`src/rtl/sva_result_collector.sv`:
```
// Collects SVA checker result pulses: timestamps them with the user-clock period,
// queues them in a show-ahead event FIFO and keeps saturating counters and sticky flags.
module sva_result_collector #(
  parameter int unsigned PERIOD_W = 16,
  parameter int unsigned CNT_W    = 16,
  parameter int unsigned DEPTH    = 8
) (
  input  logic                sys_clk,
  input  logic                sys_rst_n,
  input  logic                gclk_posedge_flag,
  input  logic                succ,
  input  logic                fail,
  input  logic                lazy_succ,
  input  logic                clr,
  output logic                evt_valid,
  input  logic                evt_ready,
  output logic [1:0]          evt_kind,
  output logic [PERIOD_W-1:0] evt_period,
  output logic [CNT_W-1:0]    succ_cnt,
  output logic [CNT_W-1:0]    fail_cnt,
  output logic [CNT_W-1:0]    lazy_cnt,
  output logic [CNT_W-1:0]    drop_cnt,
  output logic                first_fail_valid,
  output logic [PERIOD_W-1:0] first_fail_period,
  output logic                overflow,
  output logic                multi_err,
  output logic [PERIOD_W-1:0] period_cnt
);

  localparam int unsigned AW = (DEPTH > 1) ? $clog2(DEPTH) : 1;
  localparam int unsigned PW = AW + 1;
  localparam int unsigned EW = PERIOD_W + 2;

  localparam logic [1:0] KIND_SUCC = 2'b01;
  localparam logic [1:0] KIND_FAIL = 2'b10;
  localparam logic [1:0] KIND_LAZY = 2'b11;

  logic [PERIOD_W-1:0] r_period;
  logic [EW-1:0]       r_mem [DEPTH];
  logic [PW-1:0]       r_wr_ptr;
  logic [PW-1:0]       r_rd_ptr;
  logic [CNT_W-1:0]    r_succ_cnt;
  logic [CNT_W-1:0]    r_fail_cnt;
  logic [CNT_W-1:0]    r_lazy_cnt;
  logic [CNT_W-1:0]    r_drop_cnt;
  logic                r_ff_valid;
  logic [PERIOD_W-1:0] r_ff_period;
  logic                r_overflow;
  logic                r_multi_err;

  logic                w_empty;
  logic                w_full;
  logic                w_pop;
  logic                w_push;
  logic                w_accept;
  logic                w_drop;
  logic                w_multi;
  logic [1:0]          w_nres;
  logic [1:0]          w_kind;
  logic [EW-1:0]       w_head;

  function automatic logic [CNT_W-1:0] sat_inc(input logic [CNT_W-1:0] v);
    return (&v) ? v : v + CNT_W'(1);
  endfunction

  // Priority decode: fail beats succ beats lazy_succ
  always_comb begin
    w_kind = 2'b00;
    if (fail)           w_kind = KIND_FAIL;
    else if (succ)      w_kind = KIND_SUCC;
    else if (lazy_succ) w_kind = KIND_LAZY;
  end

  assign w_nres   = 2'(succ) + 2'(fail) + 2'(lazy_succ);
  assign w_multi  = (w_nres > 2'd1) && !clr;
  assign w_push   = (succ || fail || lazy_succ) && !clr;

  assign w_empty  = (r_wr_ptr == r_rd_ptr);
  assign w_full   = (r_wr_ptr[AW-1:0] == r_rd_ptr[AW-1:0]) && (r_wr_ptr[AW] != r_rd_ptr[AW]);
  assign w_pop    = !w_empty && evt_ready && !clr;
  // A full FIFO still accepts when the head leaves in the same cycle
  assign w_accept = w_push && (!w_full || w_pop);
  assign w_drop   = w_push && w_full && !w_pop;

  assign w_head     = r_mem[r_rd_ptr[AW-1:0]];
  assign evt_valid  = !w_empty;
  assign evt_kind   = w_empty ? 2'b00 : w_head[EW-1 -: 2];
  assign evt_period = w_empty ? '0 : w_head[PERIOD_W-1:0];

  always_ff @(posedge sys_clk or negedge sys_rst_n) begin
    if (!sys_rst_n) begin
      r_period <= '0;
    end else if (gclk_posedge_flag) begin
      r_period <= r_period + PERIOD_W'(1);
    end
  end

  // Event FIFO storage and pointers
  always_ff @(posedge sys_clk or negedge sys_rst_n) begin
    if (!sys_rst_n) begin
      r_wr_ptr <= '0;
      r_rd_ptr <= '0;
      for (int unsigned i = 0; i < DEPTH; i++) begin
        r_mem[AW'(i)] <= '0;
      end
    end else if (clr) begin
      r_wr_ptr <= '0;
      r_rd_ptr <= '0;
    end else begin
      if (w_accept) begin
        r_mem[r_wr_ptr[AW-1:0]] <= {w_kind, r_period};
        r_wr_ptr                <= r_wr_ptr + PW'(1);
      end
      if (w_pop) begin
        r_rd_ptr <= r_rd_ptr + PW'(1);
      end
    end
  end

  // Counters and sticky status
  always_ff @(posedge sys_clk or negedge sys_rst_n) begin
    if (!sys_rst_n) begin
      r_succ_cnt  <= '0;
      r_fail_cnt  <= '0;
      r_lazy_cnt  <= '0;
      r_drop_cnt  <= '0;
      r_ff_valid  <= 1'b0;
      r_ff_period <= '0;
      r_overflow  <= 1'b0;
      r_multi_err <= 1'b0;
    end else if (clr) begin
      r_succ_cnt  <= '0;
      r_fail_cnt  <= '0;
      r_lazy_cnt  <= '0;
      r_drop_cnt  <= '0;
      r_ff_valid  <= 1'b0;
      r_ff_period <= '0;
      r_overflow  <= 1'b0;
      r_multi_err <= 1'b0;
    end else begin
      if (w_push) begin
        case (w_kind)
          KIND_SUCC: r_succ_cnt <= sat_inc(r_succ_cnt);
          KIND_FAIL: r_fail_cnt <= sat_inc(r_fail_cnt);
          KIND_LAZY: r_lazy_cnt <= sat_inc(r_lazy_cnt);
          default:   ;
        endcase
      end
      if (w_push && (w_kind == KIND_FAIL) && !r_ff_valid) begin
        r_ff_valid  <= 1'b1;
        r_ff_period <= r_period;
      end
      if (w_drop) begin
        r_drop_cnt <= sat_inc(r_drop_cnt);
        r_overflow <= 1'b1;
      end
      if (w_multi) begin
        r_multi_err <= 1'b1;
      end
    end
  end

  assign succ_cnt          = r_succ_cnt;
  assign fail_cnt          = r_fail_cnt;
  assign lazy_cnt          = r_lazy_cnt;
  assign drop_cnt          = r_drop_cnt;
  assign first_fail_valid  = r_ff_valid;
  assign first_fail_period = r_ff_period;
  assign overflow          = r_overflow;
  assign multi_err         = r_multi_err;
  assign period_cnt        = r_period;

endmodule

```
`config.mk`:
```
export PLATFORM = sky130hd
export DESIGN_NAME = sva_result_collector
export DESIGN_NICKNAME = d
export VERILOG_FILES = /design/src/rtl/sva_result_collector.sv
export SDC_FILE = /design/constraint.sdc
export NUM_CORES = 1
export LEC_CHECK = 0
export BUFFER_PORTS_ARGS = -buffer_cell sky130_fd_sc_hd__buf_2
export CORE_UTILIZATION = 50
export CTS_CLUSTER_SIZE = 24
export DETAILED_ROUTE_END_ITERATION = 10
export GPL_TIMING_DRIVEN = 0
export HOLD_SLACK_MARGIN = 0.1
export PLACE_DENSITY = 0.8
export REMOVE_ABC_BUFFERS = 1
export SYNTH_ARGS = -nofsm -noshare
export SYNTH_HDL_FRONTEND = slang
export SYNTH_SLANG_ARGS = --single-unit
```
`constraint.sdc`:
```
create_clock -name sys_clk -period 1.7 [get_ports sys_clk]
set_input_delay 0.17 -clock sys_clk [delete_from_list [all_inputs] [get_ports sys_clk]]
set_output_delay 0.17 -clock sys_clk [all_outputs]
set_load 0.01 [all_outputs]
```
Word level (Yosys, flattened, before mapping):

Cells that the tools add are included.

* add/sub/neg operators: 9
* multiply operators: 0
* divide/modulo/power cells: 0
* $lt $le $gt $ge: 4
* equality and inequality tests: 10
* shift-type cells: 0
* mux-type cells: 38
* bitwise logic cells: 3
* reduce and logical (&&, ||, !) cells: 37

Operators with widths (count)
* two-way mux 16 bit: 18
* bitwise mux 144 bit: 1
* adder 16 x 1 -> 16 bit (second input constant): 5
* AND reduction 16 bit: 4
* binary-select mux 18 bit (select 3 bit): 1
* demux 18 bit (select 3 bit): 1
* two-way mux 18 bit: 3
* nonzero test 2 bit: 9
* two-way mux 4 bit: 4
* logical AND 1 bit: 11
* AND reduction 3 bit: 3
* adder 4 x 1 -> 4 bit (second input constant): 2
* greater-or-equal comparator 4 bit (second input constant): 2
* two-way mux 2 bit: 4
* != test 2 bit (second input constant): 4
* inverter 3 -> 4 bit: 2
* two-way mux 1 bit: 6
* logical NOT 1 bit: 5
* equality test 2 bit (second input constant): 2
* equality test 4 bit: 1
* less-than comparator 4 x 1 -> 1 bit (second input constant): 1
* AND reduction 2 bit: 2
* equality test 3 bit: 1
* logical OR 1 bit: 3
* other kinds (6): 6

* bits in registers: 251
* latch bits: 0
* bits in writable memories: 0
* bits in read-only memories: 0
* input port bits: 8
* output and inout bits: 118
* memories kept: 0

Logic depth before layout (Yosys ltp):

* depth after elaboration: 8
* depth in mapped cells: 8
* depth with buffers taken out: 7

Worst setup path before layout:

No wires, ideal clock.

* kind: reg2out
* from: register r_rd_ptr[0]
* to: output evt_kind[0]
* arrival: 1710 ps
* data required time: 1530 ps
* slack: -180 ps
* stages on the path, launching flop included: 6
* buffers on the path: 2
* path through: dfrtp_1 buf_2 buf_2 mux4_2 mux2i_1 nor2_1

* word-level cells in the longest chain between the ends: 5
* elaborated cells between the ends (all ways): 6
* those cells by class: eq/ne (1); mux (4); bitwise (1)

RTL lines
* start, declared: RTL line 41 `logic [PW-1:0] r_rd_ptr;`
* start signal, assigned: RTL line 115 `r_rd_ptr <= r_rd_ptr + PW'(1);`
* inverter 3 -> 4 bit (implied by the code): RTL line 85 `assign w_head = r_mem[r_rd_ptr[AW-1:0]];`
* binary-select mux 18 bit (select 3 bit): RTL line 85
* two-way mux 18 bit (implied by the code) (2 in series): RTL line 85
* two-way mux 2 bit *: RTL line 87 `assign evt_kind = w_empty ? 2'b00 : w_head[EW-1 -: 2];`
* end, declared: RTL line 17 `output logic [1:0] evt_kind,`

Every way passes the cells marked *; elsewhere a longest branch is shown, timed or not. The select of a mux whose other input is x is not followed.

Worst setup path after layout:

* from: register r_rd_ptr[0]
* to: output evt_period[9]

* word-level cells in the longest chain between the ends: 5
* elaborated cells between the ends (all ways): 6
* those cells by class: eq/ne (1); mux (4); bitwise (1)

RTL lines
* inverter 3 -> 4 bit (implied by the code): RTL line 85
* binary-select mux 18 bit (select 3 bit): RTL line 85
* two-way mux 18 bit (implied by the code) (2 in series): RTL line 85
* two-way mux 16 bit *: RTL line 88 `assign evt_period = w_empty ? '0 : w_head[PERIOD_W-1:0];`
* end, declared: RTL line 18 `output logic [PERIOD_W-1:0] evt_period,`

Marked as above.

==> results.tsv <==
metric	value	unit
cellLeakagePower	0.00786	uW
avgRoutedWirePerCell	25.2	um
place.port_buffers	125	
critical_path_class	register to primary output	
setup_ws	-798	ps
place_ws	-2090	ps
grt_first_pass_wirelength	52300	um
async_flop_share	1.00	
endpoint	evt_period[9]	
maxSlewHeadroom	0.138	
grt_max_degree	121	
drt_iter0_markers	918	
rows	56	
fp.dieW	156	um
crit_path_end_kind	primary output	
cts-root-buf	clkbuf_16	
core	23400	um^2
place.detailed.hpwl	17000	um
clkSlewWorstSetupHoldPaths	70	ps
grt_pass1_vias	9180	
layout_commonest_cell	dfrtp_1	
combPwrFrac	0.330	
n_antenna_cell	0	
avgViaCountPerCell	6.24	
maxCapViolCount	0	
layout.nets	1241	
worstPathMaxFanout	10	
clkPwrFrac	0.296	
worst_pin_slew	1290	ps
r2r_end	drop_cnt[5]	
grt_usage	0.280	
hold_path_class	primary input to register	
ir_worst_vdd	1.07	mV
synth.avg_cell_area	12.0	um^2
ant_nets	0	
final.period_utilization	1.47	
status	finished, violations left	
internal-power	13500	uW
crit_path_start	r_rd_ptr[0]	
violations	negative setup slack	
drv_slew	0	
period_minus_slack	2500	ps
arrival	2330	ps
seqPwrFrac	0.374	
io_pins	126	
fmax	0.400	GHz
swShare	0.319	
clk_latency	560	ps
reg2reg_depth	10	
synth_cell_types	55	
dieArea	24400	um^2
vias	9750	
gp_congestion	0.814	
layout-drive-gt1-share	0.491	
cts_tree	done	
hold_viol_final	0	
layout_common_cells	dfrtp_1, mux2_4, buf_2	
fin_skew	13.8	ps
chipHeight	156	um
clock_path_buffers	3	
r2r_slack	-740	ps
seq_area_frac_synth	0.529	
powerDensity	1190	nW/um^2
startpoint_type	register	
area_growth	40.0	%
finalSetupViolCount	209	
switchingPower	6320	uW
post-route-drc-count	0	
routed_wl	39300	um
ys_warn_count	0	
antenna_found_initial	0	
ys_ff_latch	251	
h-tree-depth	1	
netlist_area	11900	um^2
drt_pre_antenna_iters	6	
synth-edff-count	0	
timing.rr.start	r_rd_ptr[0]	
syn_inst	993	
post-route-util	0.710	
gr-total-overflow	0	
rsz0062_at_grt	true	
initial_core_util	0.507	
synthFlopType	dfrtp_1	
cp.required	1530	ps
numClockSinks	251	
numCtsBuffers	27	
[through the flow]
step	area, um^2	setup TNS, ps	instances	hold slack, ps	power (uW)
after floorplan	11600	-373760	925	-126	9240
after global placement	12600	-1682210	1369	437	10300
after detailed placement	12900	-361140	1381	62.9	10600
after CTS	15300	-97750	1503	118	18200
after global routing	16600	-122310	1562	171	20300
final	16600	-111210	1562	126	19800
[state kept, by name, indices dropped and copies added (netlist names)]
register	count
r_wr_ptr	4
fail_cnt	16
r_rd_ptr	4
multi_err	1
succ_cnt	16
lazy_cnt	16
r_mem	144
first_fail_valid	1
first_fail_period	16
overflow	1
drop_cnt	16
period_cnt	16
[how the worst min path moves through the flow]
| stage | from | to | depth (start not counted) |
|---|---|---|---|
| 5_1_grt | sys_rst_n | lazy_cnt[12] | 3 |
| 2_1_floorplan | sys_rst_n | drop_cnt[0] | 0 |
| 6_report | succ | multi_err | 4 |
| 4_1_cts | succ | multi_err | 4 |
| 3_5_place_dp | sys_rst_n | fail_cnt[14] | 1 |
| 3_3_place_gp | gclk_posedge_flag | period_cnt[0] | 2 |
[cell families after synthesis]
logic type,Yosys count,synth area share
AOI/OAI and AO/OA,111,0.0555
xor gates and xnor gates,58,0.0428
adders and majority gates,10,0.0105
buffers and inverters,79,0.0285
DFF,251,0.529
muxes,188,0.210
and+or+nand+nor,296,0.123
[power by group through the flow]
stage / Sequential [uW] / Clock [uW] / Combinational (uW)
5_1_grt: 7440 / 6110 / 6770
3_3_place_gp: 7670 / 0 / 2610
4_1_cts: 7380 / 5820 / 4950
2_1_floorplan: 7450 / 0 / 1790
6_report: 7400 / 5850 / 6520
3_5_place_dp: 7690 / 0 / 2950
[metal layers]
metal	global-route usage	wire, um	part of all wire
met3	0.0431	2950	0.075
met4	0.125	2310	0.059
met5	0	0	0
met1	0.362	15000	0.38
met2	0.467	19000	0.48
[worst max-delay path, cell delays in order (launching register included)]
cell	delay [ps]
dfrtp_4	570
buf_12	210
mux4_2	520
mux2i_1	230
nor2_1	60
buf_2	160
[Yosys cell counts (all sizes together), types with 3 or more instances]
cell,number,share of area
dfrtp,251,0.53
mux2,130,0.12
nor2,83,0.026
nand2,74,0.023
o21ai,44,0.019
a21oi,38,0.016
clkbuf,38,0.012
mux4,36,0.068
nand3,33,0.014
xnor2,33,0.024
buf,30,0.013
xor2,25,0.018
mux2i,22,0.019
nand4,20,0.011
or3,20,0.011
nor3,14,0.0059
inv,11,0.0035
and3,10,0.0053
ha,10,0.011
nor4,10,0.0053
o2111ai,8,0.0059
or2,6,0.0032
and4,5,0.0037
o211ai,5,0.0036
or4,4,0.0025
nand2b,3,0.0016
nand4b,3,0.0035
nor2b,3,0.0016
o21a,3,0.0019
o31ai,3,0.0019
[area by class of cell]
class                           count  area [um^2]
Clock inverter                     10         97.6
Inverter                           11         43.8
Tap cell                          319          399
Sequential cell                   251         6320
Multi-Input combinational cell    666         6550
Timing Repair Buffer              266         2440
Clock buffer                       39          771
Fill cell                        1446         6790
[repair_timing]
action / 4_1_cts / 5_1_grt
gates resized for setup: 158 / 236
hold buffers: 7 / 0
buffers inserted: 58 / 65
setup endpoints to repair: 246 / 243
gates cloned: 8 / 3
hold endpoints to repair: 152 / 0
pin swaps: 22 / 62
No activity file was read; power rests on OpenSTA's default activity.
